<file path="src/rtl/mult4u_acc_stage.sv">
// mult4u_acc_stage: sums windows of up to ACC_LEN 8-bit products from the
// 4-bit unsigned multiplier and presents each window sum on a valid/ready port.
// Optional feature macro: MULT_RESIDUE_CHECK_EN enables a mod-3 residue checker
// that flags beats whose product disagrees with its operands.
module mult4u_acc_stage #(
    parameter int ACC_LEN = 4,
    parameter int ACC_W   = 12
) (
    input  logic             clk,
    input  logic             rst,
    input  logic             in_valid,
    output logic             in_ready,
    input  logic [3:0]       in_a,
    input  logic [3:0]       in_b,
    input  logic [7:0]       in_p,
    input  logic             flush,
    output logic             out_valid,
    input  logic             out_ready,
    output logic [ACC_W-1:0] out_sum,
    output logic [4:0]       out_len,
    output logic             out_err,
    output logic [7:0]       err_cnt
);

    localparam int         MIN_W = 8 + $clog2(ACC_LEN + 1);
    localparam logic [4:0] LEN   = 5'(ACC_LEN);

    // Reject parameter sets that cannot hold a full window without overflow.
    generate
        if (ACC_LEN < 1 || ACC_LEN > 16) begin : g_bad_len
            $error("mult4u_acc_stage: ACC_LEN must be within 1..16");
        end
        if (ACC_W < MIN_W) begin : g_bad_w
            $error("mult4u_acc_stage: ACC_W too narrow for ACC_LEN");
        end
    endgenerate

    typedef enum logic {ACCUM = 1'b0, HOLD = 1'b1} state_t;

    state_t           state, state_nxt;
    logic [ACC_W-1:0] acc;
    logic [4:0]       cnt;
    logic             accept;
    logic             close;
    logic             release_win;
    logic [ACC_W-1:0] acc_inc;
    logic [4:0]       cnt_inc;

    // Handshake flags come straight from the state register, so no input
    // can reach them combinationally.
    assign in_ready    = (state == ACCUM);
    assign out_valid   = (state == HOLD);
    assign accept      = in_valid && in_ready;
    assign release_win = out_valid && out_ready;
    assign acc_inc     = acc + ACC_W'(in_p);
    assign cnt_inc     = cnt + 5'd1;

    // State register.
    always_ff @(posedge clk) begin
        if (rst) state <= ACCUM;
        else     state <= state_nxt;
    end

    // Next-state logic: close on a full window or a flush that has something to
    // report (a stored beat or one arriving this cycle).
    always_comb begin
        state_nxt = state;
        close     = 1'b0;
        case (state)
            ACCUM: begin
                close = (accept && (cnt_inc == LEN)) ||
                        (flush && ((cnt != 5'd0) || accept));
                if (close) state_nxt = HOLD;
            end
            HOLD: begin
                if (out_ready) state_nxt = ACCUM;
            end
            default: state_nxt = ACCUM;
        endcase
    end

    // Accumulator and result registers; the closing beat is folded into the
    // published sum/length on the same edge.
    always_ff @(posedge clk) begin
        if (rst) begin
            acc     <= '0;
            cnt     <= '0;
            out_sum <= '0;
            out_len <= '0;
        end else begin
            if (release_win) begin
                acc <= '0;
                cnt <= '0;
            end else if (accept) begin
                acc <= acc_inc;
                cnt <= cnt_inc;
            end
            if (close) begin
                out_sum <= accept ? acc_inc : acc;
                out_len <= accept ? cnt_inc : cnt;
            end
        end
    end

`ifdef MULT_RESIDUE_CHECK_EN
    logic [1:0] res_a, res_b, res_p, res_ab;
    logic       beat_bad;
    logic       werr;

    // mod-3 residues: a product is consistent only if (a*b) mod 3 == p mod 3.
    assign res_a    = 2'(in_a % 4'd3);
    assign res_b    = 2'(in_b % 4'd3);
    assign res_p    = 2'(in_p % 8'd3);
    assign res_ab   = 2'(({2'b00, res_a} * {2'b00, res_b}) % 4'd3);
    assign beat_bad = accept && (res_ab != res_p);

    // Window error flag is sticky until the result is consumed; err_cnt is a
    // lifetime saturating count of bad beats.
    always_ff @(posedge clk) begin
        if (rst) begin
            werr    <= 1'b0;
            out_err <= 1'b0;
            err_cnt <= '0;
        end else begin
            if (release_win)   werr <= 1'b0;
            else if (beat_bad) werr <= 1'b1;
            if (close)         out_err <= werr || beat_bad;
            if (beat_bad && (err_cnt != 8'hFF)) err_cnt <= err_cnt + 8'd1;
        end
    end
`else
    logic unused_operands;

    // Without the checker the operands carry no information for this stage.
    assign unused_operands = ^{in_a, in_b};
    assign out_err         = 1'b0;
    assign err_cnt         = '0;
`endif

endmodule

</file>
<file path="config.mk">
export PLATFORM = sky130hd
export DESIGN_NAME = mult4u_acc_stage
export DESIGN_NICKNAME = d
export VERILOG_FILES = /design/src/rtl/mult4u_acc_stage.sv
export SDC_FILE = /design/constraint.sdc
export NUM_CORES = 1
export LEC_CHECK = 0
export ABC_AREA = 0
export ABC_CLOCK_PERIOD_IN_PS = 3400
export CORE_MARGIN = 5
export CORE_UTILIZATION = 45
export DETAILED_ROUTE_END_ITERATION = 10
export PLACE_DENSITY = 0.87
export SLEW_MARGIN = 40
export SYNTH_ARGS = -nofsm -noshare
export SYNTH_HDL_FRONTEND = slang
export SYNTH_SLANG_ARGS = --single-unit
</file>
<file path="constraint.sdc">
create_clock -name clk -period 3.4 [get_ports clk]
set_clock_uncertainty 0.1 [all_clocks]
set_input_delay 0.34 -clock clk [delete_from_list [all_inputs] [get_ports clk]]
set_output_delay 0.34 -clock clk [all_outputs]
set_load 0.05 [all_outputs]
</file>
==> results.cfg, run 1 <==
[setup_path]
critical_path.startpoint_type = input pin
cp_top_family = compound AO/OA/AOI/OAI gates
path_buf_inv = 1
arrival_ns = 2.51
crit_chain = clkdlybuf4s50_1 -> ha_1 -> a211oi_1 -> o21a_1 -> a2111oi_0 -> a2111oi_0 -> o31ai_1
max_stage_delay_ns = 0.65
crit_required_ns = 3.45
cpMostUsedCell = a2111oi_0
critPathSlowestCell = a2111oi_0
crit_fanout = 6
cp-end-kind = register
critPathKind = in -> reg

[synth]
synth_cell_types = 46
netlist_area_mm2 = 0.00190
synth_area_per_cell_um2 = 9.10
ys_ff_latch = 35
synth-seq-area-share_pct = 36.8
syn_inst = 209
synth_warnings = 0
synth_ff_type = dfxtp_1
synth-edff-count = 0
async_flop_share_pct = 0

[global_routing]
grt_overflow = 0
grt_max_degree = 31
grt_pass1_vias = 1494
grt_pass1_wl_um = 6580
antenna_found_initial = 0
grt_usage_pct = 15.3

[clocking]
path_clk_slew_ns = 0.07
worstSkewPairLatency_ns = 0.29
ctsResizeCount = 0
cts_hold_buffers = 0
cts_root_buf = clkbuf_8
cts_setup_buffers = 0
cts_max_level = 2
cts_tree = yes
numCtsBuffers = 5
cts.sinks = 35
clockBufferDepth = 2

[floorplan]
core_area_mm2 = 0.00406
die_area_mm2 = 0.00563
die_w_um = 75.0
ioPinCount = 49
die_height_um = 75.0
start_util_pct = 46.9
core.rowCount = 23

[timing]
setup_tns_ns = 0
setup_ws_ns = 0.939
rsz0062_at_grt = false
period_minus_slack_ns = 2.46
setup_viol = 0
maxSlewViolCount = 0
max_slew_margin_pct = 50.5
worst_pin_slew_ns = 0.724
fin_crit_sh_pct = 72.4
hold_viol = 0
fmax_mhz = 406
whs_ns = 0.410

[detailed_routing]
postRouteAntennaNets = 0
first_iter_violations = 67
via_per_inst = 5.25
dr_total_vias = 1517
routed_wirelength_um = 3900
drc_errors = 0
wl_per_cell_um = 13.5
drtPass1Iterations = 4

[placement]
dpl_cell_area_mm2 = 0.00220
pre_cts_slack_ns = 0.636
place.port_buffers = 31
hpwlAfterDp_um = 2830
gp_congestion = 0.778

[status]
status = finished clean

[cells_and_area]
drive_above_1_share_pct = 11.7
synthToLayoutAreaGrowth_pct = 21.0
diodes = 0
nNetsFinal = 271
finalInstanceArea_mm2 = 0.00230
fin_util_pct = 56.7

[pwr]
p_sw_mw = 0.412
intPower_mw = 0.768
cellPowerDensity_mw_per_mm2 = 513
combPwrFrac_pct = 32.6
power_frac_clock_pct = 27.4
power.share.switching_pct = 34.9
p_seq_share_pct = 40.0
leakagePower_nw = 0.888
vdd_ir_drop_max_v = 0.000338

[min_path]
worst_hold_path_type = reg -> reg

[job]
drv_cap = 0
[power by group through the flow]
| stage | registers (mW) | clock network, mW | logic [mW] |
|---|---|---|---|
| after floorplan | 0.557 | 0 | 0.216 |
| after global placement | 0.480 | 0 | 0.372 |
| after detailed placement | 0.481 | 0 | 0.383 |
| after CTS | 0.473 | 0.331 | 0.387 |
| after global routing | 0.478 | 0.352 | 0.418 |
| final | 0.473 | 0.323 | 0.385 |
[tightest hold or removal path: cells and delay by family (launching register included)]
kind | cells | cell delay, ns
and+or+nand+nor | 1 | 0.08
AOI/OAI and AO/OA | 1 | 0.07
DFF | 1 | 0.31
[layer usage]
metal  track usage [%]  up-vias  share of wire [%]
met5                 0        -                  0
met4              7.31        0                2.0
met3              4.14        6                5.7
met2              24.7       43                 48
met1              18.8      688                 44
li1                  -      780                  -
[registers in the layout, summed over array words and instances, names as in the netlist]
register / cells
out_valid: 1
cnt: 5
acc: 12
out_sum: 12
out_len: 5
[metrics by stage]
step,std cells,power (mW)
floorplan,217,0.773
global placement,281,0.852
detailed placement,281,0.864
CTS,289,1.19
global route,289,1.25
finish,289,1.18
[cell usage after synthesis, types with 2 or more instances]
master,instances,area share [%]
a2111oi_0,2,0.92
a211oi_2,15,9.9
or3_1,3,0.99
dfxtp_1,35,37
and4_1,2,0.92
a21o_1,2,0.79
a21oi_1,10,2.6
o21ai_2,2,0.92
nor2b_1,4,1.3
xnor2_1,3,1.4
a32oi_1,2,0.92
a211oi_1,3,1.2
o21ai_0,4,1.1
xor2_1,6,2.8
nor3_1,2,0.53
nand2_1,5,0.99
nor2_1,38,7.5
o21ai_1,2,0.53
o21a_1,3,1.2
ha_1,11,7.2
mux2i_1,3,1.6
buf_4,11,4.3
a31oi_1,3,0.99
buf_2,2,0.53
inv_1,8,1.6
nand4_1,4,1.3
clkbuf_1,5,0.99
[layout by cell type, fill, tap and decap left out, drive strengths merged, types with 6 or more instances in the layout]
master	instances
conb	9
a21oi	10
nor2	38
clkdlybuf4s50	31
xor2	6
inv	8
a211oi	18
dfxtp	35
o21ai	8
ha	11
clkbuf	8
[final cells by class]
| cell class | count | area [um^2] |
|---|---|---|
| Timing Repair Buffer | 34 | 333 |
| Tap cell | 50 | 62.6 |
| Clock buffer | 8 | 100 |
| Multi-Input combinational cell | 153 | 1070 |
| Inverter | 9 | 33.8 |
| Sequential cell | 35 | 701 |
| Fill cell | 347 | 1760 |
[worst paths after layout]
| path | depth (start not counted) | slack (ns) | to | startpoint |
|---|---|---|---|---|
| max | 7 | 0.94 | out_sum[7] | in_p[1] |
| min | 2 | 0.41 | acc[6] | acc[6] |
| min reg2reg | 2 | 0.41 | acc[6] | acc[6] |
| max reg2reg | 6 | 1.12 | out_sum[7] | acc[1] |
[kinds of logic after synthesis]
kind of cell	after synthesis	synth area share, %
buf+inv	29	8.42
xor+xnor	9	4.14
other cells	1	0.197
flops	35	36.8
mux	3	1.58
simple gates	65	16.2
fa+ha+maj	12	8.29
compound gates	55	24.3
Power figures use the tool's default switching activity.
==> inputs of run 2 (changes only) <==
Settings changed: ABC_CLOCK_PERIOD_IN_PS 3400 to 2180, CORE_UTILIZATION 45 to 44, PLACE_DENSITY 0.87 to 0.88.
Clock period 3.4 ns to 2.18 ns, I/O delays scaled along.
==> results.cfg, run 2 (synthesis results as in run 1) <==
[status]
status = finished clean

[timing]
maxSlewViolCount = 0
max_slew_margin_pct = 65.2
setup_viol = 0
hold_viol = 0
fin_crit_sh_pct = 96.4
setup_ws_ns = 0.0776
period_minus_slack_ns = 2.10
fmax_mhz = 476
rsz0062_at_grt = false
worst_pin_slew_ns = 0.520

[min_path]
worst_hold_path_type = reg -> reg
hp-start = acc[6]

[cells_and_area]
final_cell_mix = nor2_1 (38), dfxtp_1 (35), clkdlybuf4s50_1 (31)
synthToLayoutAreaGrowth_pct = 30.3
reg.largest.list = acc (12), out_sum (12)
nNetsFinal = 289
final_common_cell = nor2_1
drive_above_1_share_pct = 19.5
diodes = 0

[setup_path]
crit_fanout = 5
crit_end = out_sum[7]
critical_path.startpoint_type = input pin
startpoint = in_p[1]
arrival_ns = 2.18
cp-end-kind = register
critPathKind = in -> reg
r2r_slack_ns = 0.14
rr_startpoint = acc[1]
crit_required_ns = 2.26
ff2ff_path_depth = 7
r2r-end = out_sum[7]

[global_routing]
grt_usage_pct = 15.4
grt_pass1_wl_um = 6840
antenna_found_initial = 0
grt_pass1_vias = 1559
grt_overflow = 0
grt_max_degree = 31

[clocking]
clockBufferDepth = 2
path_clk_slew_ns = 0.08
cts_hold_buffers = 0
cts_tree = yes
cts.sinks = 35
cts_max_level = 2
numCtsBuffers = 5
worstSkewPairLatency_ns = 0.29
cts_root_buf = clkbuf_8

[detailed_routing]
drtPass1Iterations = 4
via_per_inst = 5.38
drc_errors = 0
postRouteAntennaNets = 0
first_iter_violations = 98
routed_wirelength_um = 4340
dr_total_vias = 1661
wl_per_cell_um = 14.1

[floorplan]
ioPinCount = 49
die_area_mm2 = 0.00574
start_util_pct = 44.6
core.rowCount = 24
die_height_um = 75.7
core_area_mm2 = 0.00426
die_w_um = 75.7

[pwr]
report.power.total_mw = 2.03
cellPowerDensity_mw_per_mm2 = 820
vdd_ir_drop_max_v = 0.000486
leakagePower_nw = 0.992

[placement]
place.port_buffers = 31
hpwlAfterDp_um = 3080
pre_cts_slack_ns = -0.270
gp_congestion = 0.846

[job]
drv_cap = 0
run 2: cell count changes in the layout (fill, tap and decap cells not counted), sizes merged:
| cell | previous run | this run |
|---|---|---|
| buf | 3 | 21 |
| clkbuf | 8 | 6 |
| bufinv | 0 | 1 |
| inv | 8 | 9 |
run 2: layer usage:
layer  GRT usage, %  part of all wire, %  vias up
met2           25.4                   49       45
met5              0                    0        -
met4           6.80                  2.4        0
li1               -                    -      821
met1           19.1                   43      785
met3           3.56                  5.3       10
run 2: how the worst min path moves through the flow:
| stage | to | slack (ns) | depth (start not counted) |
|---|---|---|---|
| after CTS | acc[6] | 0.43 | 2 |
| final | acc[6] | 0.43 | 2 |
| after global routing | acc[6] | 0.45 | 2 |
| after floorplan | out_valid | 0.30 | 2 |
| after detailed placement | acc[6] | 0.42 | 2 |
| after global placement | acc[6] | 0.40 | 2 |
run 2: per-stage QoR:
stage	util (%)	hold slack [ns]	cell area, um^2	cells	setup TNS [ns]
3_3_place_gp	54.8	0.401	2340	299	-1.77
3_5_place_dp	54.8	0.417	2340	299	-2.66
5_1_grt	58.1	0.449	2480	309	0
2_1_floorplan	-	0.301	1930	217	0
4_1_cts	57.6	0.430	2460	307	0
6_report	58.1	0.432	2480	309	0
run 2: area by class of cell:
cell class,instances,area [um^2]
clock inverter,2,38.8
timing repair buffer,52,480
sequential,35,701
inverter,9,33.8
tap,52,65.1
multi-input combinational,153,1080
fill,343,1790
clock buffer,6,82.6
run 2: worst max-delay path: stages:
cell,delay (ns)
clkdlybuf4s50_1,0.43
ha_1,0.32
a211oi_1,0.28
o21a_2,0.22
a2111oi_0,0.10
a2111oi_0,0.36
buf_4,0.18
o31ai_1,0.06
run 2: where the power goes:
| part | leakage [nW] | switching, mW | internal (mW) |
|---|---|---|---|
| Combinational | 0.644 | 0.411 | 0.261 |
| Clock | 0.0618 | 0.251 | 0.376 |
| Sequential | 0.287 | 0.0346 | 0.698 |
run 2: timing repair:
item,4_1_cts,5_1_grt
setup buffers,0,2
setup endpoints to repair,0,9
resized for setup,0,4
hold endpoints to repair,0,0
==> inputs of run 3 (changes only) <==
Settings changed: TNS_END_PERCENT from default to 5.
==> results.cfg, run 3 (synthesis results as in run 1) <==
[timing]
rsz0062_at_grt = false
worst_pin_slew_ns = 0.520
maxSlewViolCount = 0
whs_ns = 0.432
setup_tns_ns = 0
hold_viol = 0
setup_viol = 0
fin_crit_sh_pct = 96.2
max_slew_margin_pct = 65.2
fmax_mhz = 477
period_minus_slack_ns = 2.10

[detailed_routing]
dr_total_vias = 1656
wl_per_cell_um = 13.8
routed_wirelength_um = 4250
postRouteAntennaNets = 0
via_per_inst = 5.38
drc_errors = 0
drtPass1Iterations = 4
first_iter_violations = 78

[floorplan]
ioPinCount = 49
die_area_mm2 = 0.00574
die_w_um = 75.7
start_util_pct = 44.6
core_area_mm2 = 0.00426
core.rowCount = 24
die_height_um = 75.7

[global_routing]
grt_overflow = 0
grt_max_degree = 31
grt_pass1_wl_um = 6840
antenna_found_initial = 0
grt_pass1_vias = 1559
grt_usage_pct = 15.4

[cells_and_area]
synthToLayoutAreaGrowth_pct = 29.9
fillerInstances = 345
reg.largest.list = acc (12), out_sum (12)
diodes = 0
drive_above_1_share_pct = 19.1
final_cell_mix = nor2_1 (38), dfxtp_1 (35), clkdlybuf4s50_1 (31)
nNetsFinal = 288
final_common_cell = nor2_1
instances_no_fill = 308
fin_util_pct = 58.0

[clocking]
cts_hold_buffers = 0
cts_max_level = 2
numCtsBuffers = 5
path_clk_slew_ns = 0.08
cts_tree = yes
worstSkewPairLatency_ns = 0.29
cts_root_buf = clkbuf_8
clockBufferDepth = 2
cts.sinks = 35

[min_path]
worst_hold_path_type = reg -> reg

[pwr]
vdd_ir_drop_max_v = 0.000486
report.power.total_mw = 2.03
cellPowerDensity_mw_per_mm2 = 820
leakagePower_nw = 0.987

[setup_path]
crit_required_ns = 2.26
arrival_ns = 2.17
max_stage_delay_ns = 0.43
cp-end-kind = register
critPathSlowestCell = clkdlybuf4s50_1
critPathKind = in -> reg
critical_path.startpoint_type = input pin
cpMostUsedCell = a2111oi_0
crit_chain = clkdlybuf4s50_1 -> ha_1 -> a211oi_1 -> o21a_2 -> a2111oi_0 -> a2111oi_0 -> buf_4 -> o31ai_1
crit_fanout = 5

[placement]
hpwlAfterDp_um = 3080
gp_congestion = 0.846
place.port_buffers = 31
place_inst = 299

[job]
drv_cap = 0

[status]
status = finished clean
==> run 3: worst paths after layout <==
kind,from,end,slack [ns],cells past startpoint
worst max-delay path,in_p[1],out_sum[7],0.08,8
worst min-delay path,acc[6],acc[6],0.43,2
worst max register to register,acc[1],out_sum[7],0.14,7
worst min register to register,acc[6],acc[6],0.43,2
==> run 3: metrics by stage <==
step | area [um^2] | setup WS (ns)
after floorplan | 1930 | 0.274
after global placement | 2340 | -0.207
after detailed placement | 2340 | -0.270
after CTS | 2460 | 0.0234
after global routing | 2470 | 0.00864
final | 2470 | 0.0826
==> run 3: timing repair <==
| action | 4_1_cts | 5_1_grt |
|---|---|---|
| endpoints found under the setup margin | 0 | 9 |
| setup buffers | 0 | 1 |
| gates resized for setup | 0 | 4 |
==> run 3: final cells by class <==
class                           instances  area (um^2)  area share (%)
Clock buffer                            6         82.6            3.34
Clock inverter                          2         38.8            1.57
Inverter                                9         33.8            1.37
Multi-Input combinational cell        153         1080            43.6
Sequential cell                        35          701            28.4
Tap cell                               52         65.1            2.63
Timing Repair Buffer                   51          473            19.1
==> run 3: worst max-delay path, delay by kind of cell <==
kind | cells | cell delay, ns
AO/OA/AOI/OAI | 5 | 1.02
buffers and inverters | 2 | 0.61
adder cells (fa/ha/maj) | 1 | 0.32
==> run 3: layer usage <==
metal	share of wire [%]	routed length [um]	track usage [%]	up-vias
met3	4.3	184	3.56	8
met4	2.0	85	6.80	0
met1	44	1880	19.1	792
met2	49	2100	25.4	36
li1	-	-	-	820
met5	0	0	0	-
==> run 3: report_power, final <==
part	internal (mW)	switching [mW]
combinational	0.260	0.408
clock	0.376	0.250
sequential	0.698	0.0343
